===== src/rtl/decoder3x8_pulse_if.sv =====
// Handshake/bus bundle for decoder3x8_pulse: code/valid in, ready/data/busy out.
// With DECODER3X8_PARITY_EN defined, also carries the parity input and err flag.
`timescale 1ns/1ps
interface decoder3x8_pulse_if;
  logic [2:0] code;
  logic       valid;
  logic       ready;
  logic [7:0] data;
  logic       busy;
`ifdef DECODER3X8_PARITY_EN
  logic       parity;
  logic       err;

  modport master (output code, valid, parity, input ready, data, busy, err);
  modport slave  (input code, valid, parity, output ready, data, busy, err);
`else
  modport master (output code, valid, input ready, data, busy);
  modport slave  (input code, valid, output ready, data, busy);
`endif
endinterface


===== src/rtl/decoder3x8_pulse.sv =====
// Registered 3-to-8 one-hot decoder: accepts a code, drives a timed one-hot pulse,
// then a quiet gap. Optional parity check on the code under DECODER3X8_PARITY_EN.
`timescale 1ns/1ps
module decoder3x8_pulse #(
  parameter int unsigned PULSE_CYCLES = 4,
  parameter int unsigned GAP_CYCLES   = 1,
  parameter int unsigned CNT_W        = 8
) (
  input logic               clk,
  input logic               rst,
  decoder3x8_pulse_if.slave bus
);

  typedef enum logic [1:0] {
    ST_IDLE,
    ST_DRIVE,
    ST_GAP
  } state_e;

  localparam logic [CNT_W-1:0] PULSE_LOAD = CNT_W'(PULSE_CYCLES - 1);
  localparam logic [CNT_W-1:0] GAP_LOAD   = (GAP_CYCLES != 0) ? CNT_W'(GAP_CYCLES - 1) : '0;

  state_e           state_q, state_d;
  logic [CNT_W-1:0] cnt_q, cnt_d;
  logic [7:0]       data_q, data_d;
  logic             parity_ok;

`ifdef DECODER3X8_PARITY_EN
  logic err_q, err_d;
  assign parity_ok = (bus.parity == ^bus.code);
  assign bus.err   = err_q;
`else
  assign parity_ok = 1'b1;
`endif

  // NOTE: state registers use non-blocking assignments so every flop samples
  // the pre-edge values; reset here is synchronous and sampled on the edge.
  always_ff @(posedge clk) begin
    if (rst) begin
      state_q <= ST_IDLE;
      cnt_q   <= '0;
      data_q  <= '0;
`ifdef DECODER3X8_PARITY_EN
      err_q   <= 1'b0;
`endif
    end else begin
      state_q <= state_d;
      cnt_q   <= cnt_d;
      data_q  <= data_d;
`ifdef DECODER3X8_PARITY_EN
      err_q   <= err_d;
`endif
    end
  end

  // NOTE: every signal driven here gets a default first so no path can infer a latch.
  always_comb begin
    state_d = state_q;
    cnt_d   = cnt_q;
    data_d  = data_q;
`ifdef DECODER3X8_PARITY_EN
    err_d   = 1'b0;
`endif
    unique case (state_q)
      ST_IDLE: begin
        if (bus.valid) begin
          if (parity_ok) begin
            state_d = ST_DRIVE;
            data_d  = 8'd1 << bus.code;
            cnt_d   = PULSE_LOAD;
          end else begin
`ifdef DECODER3X8_PARITY_EN
            err_d = 1'b1;
`endif
          end
        end
      end
      ST_DRIVE: begin
        if (cnt_q == '0) begin
          data_d = '0;
          if (GAP_CYCLES != 0) begin
            state_d = ST_GAP;
            cnt_d   = GAP_LOAD;
          end else begin
            state_d = ST_IDLE;
          end
        end else begin
          cnt_d = cnt_q - CNT_W'(1);
        end
      end
      ST_GAP: begin
        if (cnt_q == '0) begin
          state_d = ST_IDLE;
        end else begin
          cnt_d = cnt_q - CNT_W'(1);
        end
      end
      default: begin
        state_d = ST_IDLE;
        cnt_d   = '0;
        data_d  = '0;
      end
    endcase
  end

  // ready comes from registered state only; nothing combinational from valid.
  assign bus.ready = (state_q == ST_IDLE);
  assign bus.busy  = (state_q != ST_IDLE);
  assign bus.data  = data_q;

endmodule


===== src/flat_wrapper.sv =====
// flat-port wrapper written by rule: the top's interface ports become plain ports
module decoder3x8_pulse_flat 
#(
  parameter int unsigned PULSE_CYCLES = 4,
  parameter int unsigned GAP_CYCLES   = 1,
  parameter int unsigned CNT_W        = 8
)
  (clk, rst, bus_code, bus_valid, bus_ready, bus_data, bus_busy);
  decoder3x8_pulse_if bus_i ();
  input logic clk;
  input logic rst;
  input wire logic [$bits(bus_i.code)-1:0] bus_code;
  input wire logic [$bits(bus_i.valid)-1:0] bus_valid;
  output wire logic [$bits(bus_i.ready)-1:0] bus_ready;
  output wire logic [$bits(bus_i.data)-1:0] bus_data;
  output wire logic [$bits(bus_i.busy)-1:0] bus_busy;
  assign bus_i.code = bus_code;
  assign bus_i.valid = bus_valid;
  assign bus_ready = bus_i.ready;
  assign bus_data = bus_i.data;
  assign bus_busy = bus_i.busy;
  decoder3x8_pulse #(.PULSE_CYCLES(PULSE_CYCLES), .GAP_CYCLES(GAP_CYCLES), .CNT_W(CNT_W)) u_core (.clk(clk), .rst(rst), .bus(bus_i));
endmodule

===== config.mk =====
export PLATFORM = sky130hd
export DESIGN_NAME = decoder3x8_pulse_flat
export DESIGN_NICKNAME = d
export VERILOG_FILES = /design/src/rtl/decoder3x8_pulse_if.sv /design/src/rtl/decoder3x8_pulse.sv /design/src/flat_wrapper.sv
export SDC_FILE = /design/constraint.sdc
export NUM_CORES = 1
export LEC_CHECK = 0
export ABC_AREA = 1
export BUFFER_PORTS_ARGS = -buffer_cell sky130_fd_sc_hd__buf_2
export CAP_MARGIN = 20
export CORE_MARGIN = 4
export CORE_UTILIZATION = 45
export DETAILED_ROUTE_END_ITERATION = 16
export PLACE_DENSITY = 0.64
export SYNTH_ARGS = -nofsm -noshare
export SYNTH_HDL_FRONTEND = slang
export SYNTH_SLANG_ARGS = --single-unit

===== constraint.sdc =====
create_clock -name clk -period 1.4 [get_ports clk]
set_input_delay 0.42 -clock clk [delete_from_list [all_inputs] [get_ports clk]]
set_output_delay 0.42 -clock clk [all_outputs]
set_load 0.02 [all_outputs]

# Word level (Yosys, flattened, before mapping)
# Cells that the tools add are included.
[totals]
ff_bits = 18
latchBits = 0
ram_bits = 0
rom_bits = 0
input_bits = 6
n_memories = 0
[op_classes]
n_addsub = 1
multipliers = 0
div = 0
magnitude_cmp = 0
eq_ne = 6
shifts = 1
muxes = 11
bitwise = 1
reduce_logical = 6
[op_table]
columns = ["operator", "n"]
rows = [
  ["case mux 8 bit (3 select lines)", 2],
  ["two-way mux 8 bit", 5],
  ["logical NOT 8 bit", 1],
  ["<< shifter 1 x 3 -> 8 bit (first input constant)", 1],
  ["subtractor 8 x 1 -> 8 bit (second input constant)", 1],
  ["two-way mux 2 bit", 3],
  ["case mux 2 bit (3 select lines)", 1],
  ["AND reduction 3 bit", 2],
  ["inequality test 2 x 1 -> 1 bit (second input constant)", 2],
  ["inequality test 2 bit (second input constant)", 2],
  ["equality test 2 x 1 -> 1 bit (second input constant)", 1],
  ["equality test 2 bit (second input constant)", 1],
  ["logical NOT 2 bit", 1],
  ["AND reduction 2 bit", 1],
  ["nonzero test 2 bit", 1],
  ["NOT 1 bit", 1],
]

# Logic depth before layout (Yosys ltp)
[depth]
word_depth = 3
depth_mapped = 11
ltp_nobuf = 11

# Least setup slack after synthesis
# Ideal clock, no wire load.
[synth_path]
path_type = "register to register"
start = "register u_core.cnt_q[0]"
end = "register u_core.data_q[6], in the netlist u_core.bus.data[6]"
arrival_time_ps = 1293
required_time_ps = 1286
setup_slack_ps = -7
path_stages_with_launch = 12
period_less_slack_ps = 1407
cell_sequence = "dfxtp_1 -> inv_1 -> ha_1 -> inv_1 -> nor2_1 -> nand2_1 -> nand2_2 -> nand3_4 -> nand2_4 -> inv_6 -> nand2_1 -> nand2_1"
[synth_between]
elab_chain_len = 3
[synth_lines]
columns = ["element", "line_no", "text"]
rows = [
  ["start, declared", "decoder3x8_pulse.sv:24", "logic [CNT_W-1:0] cnt_q, cnt_d;"],
  ["start signal, assigned", "decoder3x8_pulse.sv:48", "cnt_q <= cnt_d;"],
  ["logical NOT 8 bit", "decoder3x8_pulse.sv:79", "if (cnt_q == '0) begin"],
  ["inequality test 2 x 1 -> 1 bit (no source line)", "n/a", ""],
  ["AND reduction 3 bit (no source line)", "n/a", ""],
  ["end signal, assigned", "decoder3x8_pulse.sv:49", "data_q <= data_d;"],
  ["end, declared", "decoder3x8_pulse.sv:25", "logic [7:0] data_q, data_d;"],
]
# Every way passes these cells.
# A chain may end at the register's enable or synchronous reset.

# Worst setup path in the final report
[layout_path]
start = "register u_core.state_q[0]"
end = "output bus_ready"
[layout_between]
elab_chain_len = 1
[layout_lines]
columns = ["element", "line_no", "text"]
rows = [
  ["start, declared", "decoder3x8_pulse.sv:23", "state_e state_q, state_d;"],
  ["start signal, assigned", "decoder3x8_pulse.sv:47", "state_q <= state_d;"],
  ["logical NOT 2 bit", "decoder3x8_pulse.sv:107", "assign bus.ready = (state_q == ST_IDLE);"],
  ["end, declared", "flat_wrapper.sv:14", "output wire logic [$bits(bus_i.ready)-1:0] bus_ready;"],
]
# Every way passes these cells.

==> results by group <==
Die
  • Initial core utilization: 48.5%
  • Placement Rows: 16
  • # IOs: 16
  • Die Y: 54.7 um
  • Die Footprint: 0.00299 sq mm
  • Placeable Area: ~0.0020 sq mm
  • Die Span X: 54.7 um

Critical path
  • Worst R2R Start: u_core.state_q[0]
  • R2R Path End: u_core.cnt_q[3]
  • Crit path required time: 980 ps
  • Register-to-Register Path Depth: 10
  • End point of the critical path: bus_ready
  • Worst Path Arrival: 990 ps
  • Critical path class: reg -> out
  • Crit Path Max Fanout: 4
  • CP Capture Type: output port
  • Startpoint Class: flop
  • Crit path launch: u_core.state_q[0]
  • Reg2reg setup slack: ~20 ps

Drt
  • Wire per inst: 10.7 um
  • Vias: approximately 950
  • DR pass1 iterations: 4
  • Initial DRC count: 26
  • Post-route ant nets: 0
  • Drt via density: 4.88
  • Routed WL: 2080 um
  • DR DRC count: 0

Final layout
  • Fraction of layout instances using a drive strength above 1: 40.1%
  • Nets: 175
  • Area Growth Syn to Fin: 26.9%
  • # diodes: 0
  • Number of fill cells: 191

Clock tree
  • Htree depth: 1
  • CTS max path bufs: 2
  • CTS Sinks: 18
  • CTS root buf: clkbuf_4
  • Clock-pin slew on the worst setup and hold paths: ~110 ps
  • Num CTS Buffers: 3
  • CTS tree: yes
  • Clock latency on the worst-skew pair: approximately 290 ps

Timing
  • Final worst-path cycle share: 101%
  • Final Slew Violations: 0
  • Final Setup Violations: 2
  • Slew margin rel.: 83.8%
  • Final Hold Vio Count: 0
  • Crit path time final: 1410 ps
  • Fmax: 707 MHz
  • Skew final: 10.8 ps
  • Sum Neg Setup Slack: -27.3 ps
  • Post-route setup slack: -13.9 ps
  • RSZ-0062 raised after global routing: yes
  • Slew of the pin with the lowest slew margin: 241 ps

Logic synthesis
  • Unique masters post-synth: 23
  • FF+latch count, synth: 18
  • Netlist Area Pre-Place: ~1000 sq um
  • Synth Warn #: 0
  • Post-synth top area share: roughly 37%
  • Synth Area per Inst: between 7 and 8 sq um
  • Mapped Cells: between 100 and 150
  • Ranking of synthesized cells by area: dfxtp_1 37%, nand2_1 11%, inv_1 6.5%
  • Leading area contributor after synthesis: dfxtp_1
  • Mapped Nets: 146
  • Sequential share of the synthesized area: a little under two fifths

Status
  • Violated checks: negative setup slack
  • Status: finished, violations left

GRT
  • First-pass GRT wire length: 3650 um
  • Largest net degree at the start of global routing: 11
  • GRT Util Overall: 17.1%
  • Grt total ovfl: 0
  • Antenna violations before repair: 0
  • Vias in the first global route: about 900

Place
  • Worst slack, placed: -11.2 ps
  • Post-DP HPWL: 1610 um
  • GPL Wtd Cong: 0.886
  • I/O Buffers: 15

Worst hold path
  • Hold WC Path Type: in -> reg
  • Hold depth: 2

Power
  • Static Leak: 0.598 nW
  • Post-layout total power: 2.56 mW
  • VDD IR max: around 1100 uV
  • PwrDens: between 2000 and 2500 mW/mm^2

Run
  • Max_cap viols: 0
[kinds of logic (layout without fill, tap and decap cells)]
family | count (synthesis) | count (layout) | share of synthesized area (%)
AOI/OAI and AO/OA | 12 | 12 | 7.14
buffers and inverters | 26 | 54 | 11.0
adders and majority gates | 1 | 1 | 1.28
DFF | 18 | 18 | 36.7
and+or+nand+nor | 82 | 82 | 43.9
[registers in the layout, summed over array words and instances, names as in the netlist]
| name | count |
|---|---|
| u_core.state_q | 2 |
| u_core.cnt_q | 8 |
| u_core.bus.data | 8 |
[cell type report]
type	instances	area (sq um)	share of cell area, %
multi-input combinational	95	543	43.6
clock buffer	4	36.3	2.91
inverter	25	106	8.54
timing repair buffer	25	159	12.8
sequential	18	367	29.4
tap	27	33.8	2.71
[cells in the mapped netlist]
library cell and count:
a211oi_1 1, a21oi_1 5, a21oi_2 1, clkbuf_1 1
dfxtp_1 18, ha_1 1, inv_1 17, inv_2 5
inv_4 2, inv_6 1, nand2_1 29, nand2_2 7
nand2_4 1, nand3_1 11, nand3_4 1, nand4_1 5
nor2_1 12, nor2_2 8, nor2_4 2, nor2_8 1
nor3_1 5, o21ai_1 2, o22ai_1 3
[how the worst min path moves through the flow]
stage / startpoint / end / slack [ps]
final: rst / u_core.state_q[0] / 390
after global routing: rst / u_core.state_q[0] / 390
after CTS: rst / u_core.state_q[0] / 380
after global placement: u_core.bus.data[2] / u_core.bus.data[2] / 430
after floorplan: u_core.cnt_q[0] / u_core.cnt_q[0] / 440
after detailed placement: u_core.bus.data[3] / u_core.bus.data[3] / 430
[power by group]
| group | switching [mW] | total [mW] | internal [mW] |
|---|---|---|---|
| combinational | 0.900 | 1.54 | 0.636 |
| clock | 0.162 | 0.321 | 0.158 |
| sequential | 0.0734 | 0.702 | 0.628 |
[routing by layer]
layer / vias to the layer above / global-route usage [%] / share of wire (%)
met4: 0 / 7.47 / 0.62
met5: - / 0 / 0
met2: 17 / 29.3 / 49
met3: 2 / 2.72 / 4.2
met1: 428 / 20.7 / 46
li1: 500 / - / -
[placed cells by master (no fill, tap or decap), types with 2 or more instances in the layout]
cell / n
a21oi_1: 5
buf_2: 13
buf_4: 11
clkbuf_4: 3
dfxtp_1: 15
dfxtp_2: 2
inv_1: 14
inv_2: 8
inv_4: 2
nand2_1: 28
nand2_2: 8
nand3_1: 11
nand4_1: 5
nor2_1: 11
nor2_2: 8
nor2_4: 3
nor3_1: 5
o21ai_1: 2
o22ai_1: 3
[per-stage QoR]
stage | utilization, % | instance area (sq um) | hold WS [ps] | cells
2_1_floorplan | - | 983 | 444 | 139
3_3_place_gp | 55.7 | 1130 | 426 | 185
3_5_place_dp | 55.7 | 1130 | 430 | 185
4_1_cts | 59.8 | 1210 | 379 | 192
5_1_grt | 61.6 | 1240 | 393 | 194
6_report | 61.6 | 1240 | 395 | 194
[repair_timing]
| action | in CTS | in global routing |
|---|---|---|
| endpoints found under the setup margin | 10 | 18 |
| pin swaps | 2 | 4 |
| hold buffers | 0 | 0 |
| buffers inserted | 3 | 2 |
| cloned | 0 | 0 |
| gates resized for setup | 9 | 7 |
[worst max-delay path: stages, from the launching register on]
cell	delay, ps
dfxtp_4	370
nor2_4	160
buf_4	170
Power figures use the tool's default switching activity.
